[src/rtl/mem_wb_stage_pkg.sv]
// Shared encodings and helpers for the memory-access / writeback stage.
// Load and store funct3 values overlap by design; the opcode picks the meaning.
package mem_wb_stage_pkg;

    localparam logic [3:0] IO_REGION_DEF = 4'h8;

    localparam logic [2:0] F3_LB  = 3'b000;
    localparam logic [2:0] F3_LH  = 3'b001;
    localparam logic [2:0] F3_LW  = 3'b010;
    localparam logic [2:0] F3_LBU = 3'b100;
    localparam logic [2:0] F3_LHU = 3'b101;
    localparam logic [2:0] F3_SB  = 3'b000;
    localparam logic [2:0] F3_SH  = 3'b001;
    localparam logic [2:0] F3_SW  = 3'b010;

    typedef enum logic [1:0] {
        WB_ALU  = 2'b00,
        WB_LOAD = 2'b01,
        WB_PC4  = 2'b10,
        WB_CSR  = 2'b11
    } wb_sel_e;

    typedef enum logic {
        ST_IDLE    = 1'b0,
        ST_IO_WAIT = 1'b1
    } io_state_e;

    typedef struct packed {
        logic        valid;
        logic [31:0] addr;
        logic [31:0] store_data;
        logic [31:0] pc;
        logic [31:0] csr;
        logic [4:0]  rd;
        logic [2:0]  funct3;
        logic        mem_read;
        logic        mem_write;
        logic        reg_write;
        logic [1:0]  wb_sel;
    } m_reg_t;

    typedef struct packed {
        logic        valid;
        logic        is_io;
        logic        misaligned;
        logic [31:0] alu;
        logic [31:0] pc;
        logic [31:0] csr;
        logic [4:0]  rd;
        logic [2:0]  funct3;
        logic        reg_write;
        logic [1:0]  wb_sel;
    } w_reg_t;

    function automatic logic is_misaligned(input logic [2:0] f3, input logic [1:0] a);
        case (f3[1:0])
            2'b01:   return a[0];
            2'b10:   return a != 2'b00;
            default: return 1'b0;
        endcase
    endfunction

    function automatic logic [3:0] byte_en(input logic [2:0] f3, input logic [1:0] a);
        case (f3[1:0])
            2'b00:   return 4'b0001 << a;
            2'b01:   return 4'b0011 << {a[1], 1'b0};
            default: return 4'b1111;
        endcase
    endfunction

endpackage

[src/rtl/mem_wb_stage_load_extend.sv]
// Picks the addressed byte/half lane of a raw load word and sign- or
// zero-extends it to 32 bits.
module load_extend
    import mem_wb_stage_pkg::*;
(
    input  logic [2:0]  funct3,
    input  logic [1:0]  addr_lo,
    input  logic [31:0] raw,
    output logic [31:0] data
);

    logic [7:0]  lane_b;
    logic [15:0] lane_h;

    always_comb begin
        case (addr_lo)
            2'd0:    lane_b = raw[7:0];
            2'd1:    lane_b = raw[15:8];
            2'd2:    lane_b = raw[23:16];
            default: lane_b = raw[31:24];
        endcase
        lane_h = addr_lo[1] ? raw[31:16] : raw[15:0];
    end

    always_comb begin
        case (funct3)
            F3_LB:   data = {{24{lane_b[7]}}, lane_b};
            F3_LH:   data = {{16{lane_h[15]}}, lane_h};
            F3_LBU:  data = {24'd0, lane_b};
            F3_LHU:  data = {16'd0, lane_h};
            default: data = raw;
        endcase
    end

endmodule

[src/rtl/mem_wb_stage.sv]
// M (access) and W (writeback) pipeline registers after EX. IO-region
// accesses hold M and stall upstream until the device acknowledges.
module mem_wb_stage
    import mem_wb_stage_pkg::*;
#(
    parameter int         DWIDTH      = 32,
    parameter int         DMEM_AWIDTH = 14,
    parameter logic [3:0] IO_REGION   = IO_REGION_DEF
) (
    input  logic                   clk,
    input  logic                   rst_n,
    input  logic                   ex_valid,
    input  logic [DWIDTH-1:0]      ex_alu_out,
    input  logic [DWIDTH-1:0]      ex_store_data,
    input  logic [DWIDTH-1:0]      ex_pc,
    input  logic [DWIDTH-1:0]      ex_csr_data,
    input  logic [4:0]             ex_rd,
    input  logic [2:0]             ex_funct3,
    input  logic                   ex_mem_read,
    input  logic                   ex_mem_write,
    input  logic                   ex_reg_write,
    input  logic [1:0]             ex_wb_sel,
    output logic [DMEM_AWIDTH-1:0] dmem_addr,
    output logic [3:0]             dmem_we,
    output logic [DWIDTH-1:0]      dmem_din,
    input  logic [DWIDTH-1:0]      dmem_dout,
    output logic                   io_req,
    output logic                   io_we,
    output logic [DWIDTH-1:0]      io_addr,
    output logic [DWIDTH-1:0]      io_wdata,
    output logic [3:0]             io_be,
    input  logic                   io_ack,
    input  logic [DWIDTH-1:0]      io_rdata,
    output logic                   stall_out,
    output logic                   wb_we,
    output logic [4:0]             wb_rd,
    output logic [DWIDTH-1:0]      wb_data,
    output logic                   misalign_err
);

    io_state_e   state_q, state_d;
    m_reg_t      m_q, m_d;
    w_reg_t      w_q, w_d;
    logic [31:0] io_rdata_q, io_rdata_d;

    logic        in_wait;
    logic        m_is_io;
    logic        m_misaligned;
    logic [3:0]  m_be;
    logic [31:0] m_wdata;
    logic        ex_io_start;
    logic [31:0] load_raw;
    logic [31:0] load_data;

    assign in_wait   = (state_q == ST_IO_WAIT);
    assign stall_out = in_wait;

    always_comb begin
        m_is_io      = (m_q.addr[31:28] == IO_REGION);
        m_misaligned = (m_q.mem_read | m_q.mem_write) &
                       is_misaligned(m_q.funct3, m_q.addr[1:0]);
        m_be         = byte_en(m_q.funct3, m_q.addr[1:0]);
        case (m_q.funct3[1:0])
            2'b00:   m_wdata = {4{m_q.store_data[7:0]}};
            2'b01:   m_wdata = {2{m_q.store_data[15:0]}};
            default: m_wdata = m_q.store_data;
        endcase
    end

    // Decided from EX so the FSM enters IO_WAIT on the same edge M captures it.
    assign ex_io_start = ex_valid & (ex_mem_read | ex_mem_write) &
                         (ex_alu_out[31:28] == IO_REGION) &
                         !is_misaligned(ex_funct3, ex_alu_out[1:0]);

    always_comb begin
        state_d    = state_q;
        m_d        = m_q;
        io_rdata_d = io_rdata_q;
        if (!in_wait) begin
            m_d.valid      = ex_valid;
            m_d.addr       = ex_alu_out;
            m_d.store_data = ex_store_data;
            m_d.pc         = ex_pc;
            m_d.csr        = ex_csr_data;
            m_d.rd         = ex_rd;
            m_d.funct3     = ex_funct3;
            m_d.mem_read   = ex_mem_read;
            m_d.mem_write  = ex_mem_write;
            m_d.reg_write  = ex_reg_write;
            m_d.wb_sel     = ex_wb_sel;
            if (ex_io_start) state_d = ST_IO_WAIT;
        end else if (io_ack) begin
            state_d    = ST_IDLE;
            io_rdata_d = io_rdata;
            // EX is still held on this edge; the finished op must not be replayed.
            m_d.valid  = 1'b0;
        end
    end

    always_comb begin
        w_d = w_q;
        if (!in_wait || io_ack) begin
            w_d.valid      = m_q.valid;
            w_d.is_io      = m_is_io;
            w_d.misaligned = m_misaligned;
            w_d.alu        = m_q.addr;
            w_d.pc         = m_q.pc;
            w_d.csr        = m_q.csr;
            w_d.rd         = m_q.rd;
            w_d.funct3     = m_q.funct3;
            w_d.reg_write  = m_q.reg_write;
            w_d.wb_sel     = m_q.wb_sel;
        end else begin
            w_d.valid = 1'b0;
        end
    end

    always_ff @(posedge clk or negedge rst_n) begin
        if (!rst_n) begin
            state_q    <= ST_IDLE;
            m_q        <= '0;
            w_q        <= '0;
            io_rdata_q <= '0;
        end else begin
            state_q    <= state_d;
            m_q        <= m_d;
            w_q        <= w_d;
            io_rdata_q <= io_rdata_d;
        end
    end

    assign dmem_addr = m_q.addr[DMEM_AWIDTH+1:2];
    assign dmem_din  = m_wdata;
    assign dmem_we   = (m_q.valid & m_q.mem_write & !m_is_io & !m_misaligned) ? m_be : 4'b0000;

    assign io_req   = in_wait;
    assign io_we    = in_wait & m_q.mem_write;
    assign io_addr  = in_wait ? m_q.addr : '0;
    assign io_wdata = in_wait ? m_wdata : '0;
    assign io_be    = in_wait ? m_be : 4'b0000;

    assign load_raw = w_q.is_io ? io_rdata_q : dmem_dout;

    load_extend u_load_extend (
        .funct3  (w_q.funct3),
        .addr_lo (w_q.alu[1:0]),
        .raw     (load_raw),
        .data    (load_data)
    );

    always_comb begin
        case (w_q.wb_sel)
            WB_ALU:  wb_data = w_q.alu;
            WB_LOAD: wb_data = load_data;
            WB_PC4:  wb_data = w_q.pc + 32'd4;
            default: wb_data = w_q.csr;
        endcase
    end

    assign wb_we        = w_q.valid & w_q.reg_write & !w_q.misaligned & (w_q.rd != 5'd0);
    assign wb_rd        = w_q.rd;
    assign misalign_err = w_q.valid & w_q.misaligned;

endmodule

[config.mk]
export PLATFORM = sky130hd
export DESIGN_NAME = mem_wb_stage
export DESIGN_NICKNAME = d
export VERILOG_FILES = /design/src/rtl/mem_wb_stage_pkg.sv /design/src/rtl/mem_wb_stage_load_extend.sv /design/src/rtl/mem_wb_stage.sv
export SDC_FILE = /design/constraint.sdc
export NUM_CORES = 1
export LEC_CHECK = 0
export CAP_MARGIN = 40
export CORE_ASPECT_RATIO = 1.25
export CORE_UTILIZATION = 49
export CTS_CLUSTER_DIAMETER = 60
export DETAILED_ROUTE_END_ITERATION = 16
export GPL_TIMING_DRIVEN = 0
export PLACE_DENSITY = 0.8
export SYNTH_ARGS = -nofsm -noshare
export SYNTH_HDL_FRONTEND = slang
export SYNTH_SLANG_ARGS = --single-unit
[constraint.sdc]
create_clock -name clk -period 4.6 [get_ports clk]
set_clock_uncertainty 0.1 [all_clocks]
set_input_delay 1.38 -clock clk [delete_from_list [all_inputs] [get_ports clk]]
set_output_delay 1.38 -clock clk [all_outputs]
set_load 0.1 [all_outputs]
After elaboration in Yosys (flattened, before gate mapping). Cells that the tools add are included.

Bits in registers: 285. Logic and storage cells: 87.

Add/sub/neg operators: 1. Equality and inequality tests: 14. Shifts and indexed selects: 2. Multiplexer cells: 19. Bitwise gates (word level): 14. Reduce and logical (&&, ||, !) cells: 14.

Operators by type and width (count): case mux 32 bit (4 select lines) (1); two-way mux 32 bit (3); case mux 32 bit (3 select lines) (1); case mux 32 bit (2 select lines) (1); adder 32 x 3 -> 32 bit (second input constant) (1); case mux 8 bit (3 select lines) (1); two-way mux 16 bit (1); bitwise AND 1 bit (12); == test 2 x 1 -> 1 bit (second input constant) (4); == test 2 bit (second input constant) (4); == test 4 bit (second input constant) (2); two-way mux 4 bit (2); case mux 4 bit (2 select lines) (1); == test 3 bit (second input constant) (2); zero test 2 bit (3); two-way mux 1 bit (6); zero test 1 bit (5); nonzero test 5 bit (1); case mux 1 bit (2 select lines) (2); nonzero test 2 bit (2); << shifter 1 x 2 -> 4 bit (first input constant) (1); << shifter 2 x 2 -> 4 bit (first input constant) (1); == test 3 x 1 -> 1 bit (second input constant) (1); zero test 3 bit (1); 4 further kinds (5).

Depth between registers and ports, before layout.
Depth in word-level cells: 6. Depth in mapped cells: 8.

Cells and area by module. A second synthesis with hierarchy kept.

Cells, all modules: 1341. Area total of the unflattened synthesis: 14018.4 um^2.

By module, submodules not included: mem_wb_stage (instances 1, cells each 1210, area each 13295.3 um^2, seq. area each 7131.8 um^2); load_extend (instances 1, cells each 131, area each 723.2 um^2, seq. area each 0.0 um^2).

Worst setup path after synthesis. No wires, ideal clock.

Path kind: input to output. Start point: input port dmem_dout[23]. End point: output port wb_data[30]. Arrival: 4.622 ns. Data required time: 3.120 ns. Setup slack: -1.502 ns. Stages on the path: 5. Path buffers: 0. Cells stage by stage: mux2i_1 > mux4_2 > nor3_4 > a211oi_1 > o32ai_1.

Longest elaborated chain between the ends: 4.

Ends and longest elaborated chain: start: declaration (line mem_wb_stage.sv:26) `input logic [DWIDTH-1:0] dmem_dout,`; two-way mux 32 bit (line mem_wb_stage.sv:142) `assign load_raw = w_q.is_io ? io_rdata_q : dmem_dout;`; case mux 8 bit (3 select lines) (line mem_wb_stage_load_extend.sv:16) `case (addr_lo)`; case mux 32 bit (4 select lines) (line mem_wb_stage_load_extend.sv:26) `case (funct3)`; case mux 32 bit (3 select lines) (line mem_wb_stage.sv:152) `case (w_q.wb_sel)`; end: declaration (line mem_wb_stage.sv:37) `output logic [DWIDTH-1:0] wb_data,`.

Every way passes these cells.

Worst setup path in the final report.
Start point: input port dmem_dout[15]. End point: output port wb_data[11].

The elaborated chain is that of the path after synthesis.

==> tab_implementation.tex <==
\begin{tabular}{lr}
\hline
Metric & Value \\
\hline
\multicolumn{2}{l}{\textbf{Status}} \\
\quad Result of the run & complete, but fails checks \\
\quad Violations in the final reports & setup timing \\
\multicolumn{2}{l}{\textbf{STA}} \\
\quad Period minus WS final & 4.72 ns \\
\quad Least setup slack across all paths after layout & -0.115 ns \\
\quad Max transition margin & 38.0\% \\
\quad Total count of max-transition violations in the final report & 0 \\
\quad Transition time of the tightest slew-check pin & 0.931 ns \\
\quad Maximum clock frequency & 0.212 GHz \\
\quad Count of final hold-check violations & 0 \\
\quad Post-route fraction of the period consumed by the critical path & 103\% \\
\quad Final Setup Violations & 6 \\
\quad Setup repair after global routing missed its margin & yes \\
\multicolumn{2}{l}{\textbf{Setup path}} \\
\quad Delay of the slowest critical-path stage & 0.50 ns \\
\quad Kind of start point of the critical path & input pin \\
\quad Required time of the worst setup path & between 3 and 4 ns \\
\quad Critical-path maximum fanout & 4 \\
\quad Cell with the most instances on the worst path & buf\_8 \\
\quad Critical Path Sink Type & output port \\
\quad Arrival @ worst endpoint & 3.24 ns \\
\quad Slowest cell on the critical path & mux4\_2 \\
\quad Critical setup path kind & input pin to output port \\
\quad Cells along the critical path & buf\_8, mux4\_2, mux2\_4, a21oi\_4, buf\_6, a221o\_1, o211ai\_1, buf\_8 \\
\multicolumn{2}{l}{\textbf{Placed design}} \\
\quad Count of buffers from port buffering & 368 \\
\quad Final HPWL from detailed placement & 44.7 mm \\
\quad Placed cell areas & 21300 um2 \\
\quad GP Congestion & 0.936 \\
\multicolumn{2}{l}{\textbf{Clocking}} \\
\quad Clock latency reported for the late side of the worst-skew pair & 0.54 ns \\
\quad CTS H-Tree Depth & 1 \\
\quad Clock-pin slew on the worst setup and hold paths & 0.07 ns \\
\quad CTS sink count & 285 \\
\quad Clock tree from TritonCTS & yes \\
\quad Inserted Clock Buffers & 29 \\
\quad CTS max path bufs & 3 \\
\quad Library cell used as clock root buffer & clkbuf\_16 \\
\quad Total of hold buffers inserted after clock tree synthesis & 0 \\
\multicolumn{2}{l}{\textbf{Final layout}} \\
\quad P\&R area growth vs syn & 58.9\% \\
\quad Reg area & 7130 um2 \\
\quad Cell area after layout & around 22000 um2 \\
\quad Fraction of final layout cells sized beyond drive strength 1 & around a quarter \\
\quad Total of fill cells in the finished design & 1557 \\
\quad Footprint of the multi-input gates & 6550 um2 \\
\quad Net total in the final layout & 2130 \\
\multicolumn{2}{l}{\textbf{Die}} \\
\quad Total die area & roughly 29000 um2 \\
\quad Floorplan core area & roughly 28000 um2 \\
\quad Site row count & 68 \\
\quad Die Y & 191 um \\
\quad Initial Util & 50.3\% \\
\quad Boundary Pins & around 370 \\
\quad Chip width & between 150 and 200 um \\
\multicolumn{2}{l}{\textbf{Global routing}} \\
\quad Pin count of the biggest net entering global routing & $\sim$120 \\
\quad Sum of overflow across all layers after global routing & 0 \\
\quad Number of antenna violations at the first check in global routing & 2 \\
\quad Wire length of the first global-routing pass & 86.4 mm \\
\quad Tot GR Track Use & 39.6\% \\
\quad Number of global-route vias before repair & roughly 14000 \\
\multicolumn{2}{l}{\textbf{Detailed routing}} \\
\quad Initial DRT Pass Iterations & 5 \\
\quad Number of design rule violations left after detail routing & 0 \\
\quad Routed wire length & 58.2 mm \\
\quad Violation count after the first detailed-route iteration & 1074 \\
\quad Post-detailed-route wirelength per cell & between 20 and 30 um \\
\quad Via Count & 13500 \\
\quad Average vias per placed instance & 5.89 \\
\quad Number of nets with antenna violations after detailed routing & 0 \\
\multicolumn{2}{l}{\textbf{Min path}} \\
\quad Path class of the lowest-slack min-delay path & flip-flop to flip-flop \\
\multicolumn{2}{l}{\textbf{Yosys}} \\
\quad Syn. warnings & 0 \\
\quad Number of library cell types mapped by synthesis & 61 \\
\quad Synth async-reset ratio & 100\% \\
\quad Number of flops mapped to enable cells by yosys & 0 \\
\quad Gate count of the mapped netlist & around 1400 \\
\quad Netlist area before placement & 14000 um2 \\
\quad Dominant synthesized flop cell & dfrtp\_1 \\
\quad Average instance area after synthesis & just over 10 um2 \\
\quad Sequential fraction of the synthesis area & approximately half \\
\quad Post-synth net total & 1596 \\
\quad Number of flip-flops and latches in the synthesized netlist & 285 \\
\multicolumn{2}{l}{\textbf{Power and ir drop}} \\
\quad Static leakage & 9.88 nW \\
\quad Final Total Pwr & 0.00801 W \\
\quad Power Dens Cells & 359 nW/um2 \\
\quad Worst voltage drop across the vdd grid & 0.271 mV \\
\multicolumn{2}{l}{\textbf{Run}} \\
\quad Max cap viols & 0 \\
\hline
\end{tabular}
cell usage in the layout (no fill, tap or decap), types with 8 or more instances in the layout:
| cell | Yosys | layout |
|---|---|---|
| buf_8 | 0 | 113 |
| xor2_1 | 11 | 11 |
| o211ai_1 | 10 | 10 |
| a22o_1 | 10 | 10 |
| and2_1 | 65 | 65 |
| buf_1 | 12 | 10 |
| clkbuf_16 | 0 | 33 |
| buf_16 | 0 | 41 |
| nor3_1 | 13 | 11 |
| a21oi_2 | 0 | 12 |
| a22oi_1 | 13 | 12 |
| mux2i_1 | 24 | 22 |
| nand2_1 | 377 | 375 |
| dfrtp_1 | 285 | 285 |
| nor2_1 | 47 | 40 |
| buf_4 | 31 | 42 |
| xnor2_1 | 8 | 8 |
| nand4_1 | 10 | 10 |
| mux2_2 | 155 | 155 |
| o21ai_0 | 31 | 28 |
| clkbuf_1 | 69 | 55 |
| inv_1 | 13 | 12 |
| a21o_1 | 43 | 43 |
| nand3_1 | 9 | 9 |
| a21oi_1 | 31 | 19 |
| mux4_2 | 9 | 10 |
| a211oi_1 | 12 | 9 |
| clkdlybuf4s50_1 | 0 | 326 |
path summary, 6_finish.rpt:
path | endpoint | slack [ns] | startpoint | depth (start not counted)
worst max-delay path | wb_data[11] | -0.12 | dmem_dout[15] | 8
min in group asynchronous | io_rdata_q[11]$_DFFE_PN0P_ | 0.68 | rst_n | 1
worst max register to register | w_q[102]$_DFFE_PN0N_ | 1.54 | io_req$_DFF_PN0_ | 7
worst min register to register | w_q[15]$_DFFE_PN0N_ | 0.37 | m_q[17]$_DFFE_PN0N_ | 2
max in group asynchronous | w_q[70]$_DFFE_PN0N_ | 2.69 | rst_n | 2
worst min-delay path | w_q[15]$_DFFE_PN0N_ | 0.37 | m_q[17]$_DFFE_PN0N_ | 2
synth_stat cells, types with 11 or more instances:
master    instances  area (um2)
a21o_1           43         323
buf_1            12        45.0
buf_4            31         233
inv_1            13        48.8
a22oi_1          13        97.6
o21ai_0          31         155
xor2_1           11        96.3
mux2i_1          24         240
nand2_1         377        1420
mux2_2          155        1750
nor2_1           47         176
a21oi_1          31         155
dfrtp_1         285        7130
nor3_1           13        65.1
clkbuf_1         69         259
a211oi_1         12        90.1
and2_1           65         407
power by group:
group,total [W],switching (W),internal (W)
Clock,0.00257,0.00104,0.00153
Sequential,0.00297,0.000228,0.00274
Combinational,0.00246,0.00146,0.00100
sequential cells by signal (all words and copies together), names as in the netlist:
| register | cells |
|---|---|
| wb_rd | 5 |
| m_q | 128 |
| io_rdata_q | 32 |
| io_req | 1 |
| dmem_addr | 14 |
| w_q | 105 |
timing repair:
item	CTS	global route
cloned	0	0
pin swaps	23	11
resized for setup	73	28
endpoints found under the setup margin	82	28
buffers inserted	7	3
area by class of cell:
| class | instances | share of cell area, % |
|---|---|---|
| inverter | 14 | 0.253 |
| timing repair buffer | 508 | 29.1 |
| buffer | 114 | 2.68 |
| clock inverter | 19 | 1.21 |
| multi-input combinational | 963 | 29.4 |
| clock buffer | 34 | 3.43 |
| antenna | 3 | 0.0337 |
| tap | 350 | 1.96 |
| sequential | 285 | 32.0 |
cells by family after synthesis:
| group | Yosys count | share of synthesized area [%] |
|---|---|---|
| AOI/OAI and AO/OA | 196 | 9.86 |
| xor gates and xnor gates | 19 | 1.19 |
| adders and majority gates | 6 | 0.535 |
| buffers and inverters | 133 | 4.50 |
| DFF | 285 | 50.8 |
| muxes | 190 | 15.9 |
| and+or+nand+nor | 552 | 17.2 |
critical path, delay by kind of cell:
family	cells	cell delay, ns
buffers and inverters	3	0.50
AO/OA/AOI/OAI	3	0.55
multiplexers	2	0.81
per-layer routing:
metal  part of all wire (%)  track usage, %
met4                    7.4            27.3
met1                     35            42.5
met5                      0               0
met2                     50            70.5
met3                    7.8            8.03
per-stage QoR:
stage	TNS [ns]	instances	utilization (%)	setup WS [ns]	hold WS [ns]
after floorplan	-1.49	1381	-	-0.506	0.333
after global placement	-2904.21	2099	65.6	-10.04	0.351
after detailed placement	-32.10	2262	76.4	-1.08	0.357
after CTS	-0.460	2285	79.6	-0.126	0.371
after global routing	-0.632	2289	79.9	-0.161	0.390
final	-0.447	2290	79.9	-0.115	0.374
(Power assumes the default switching activity.)
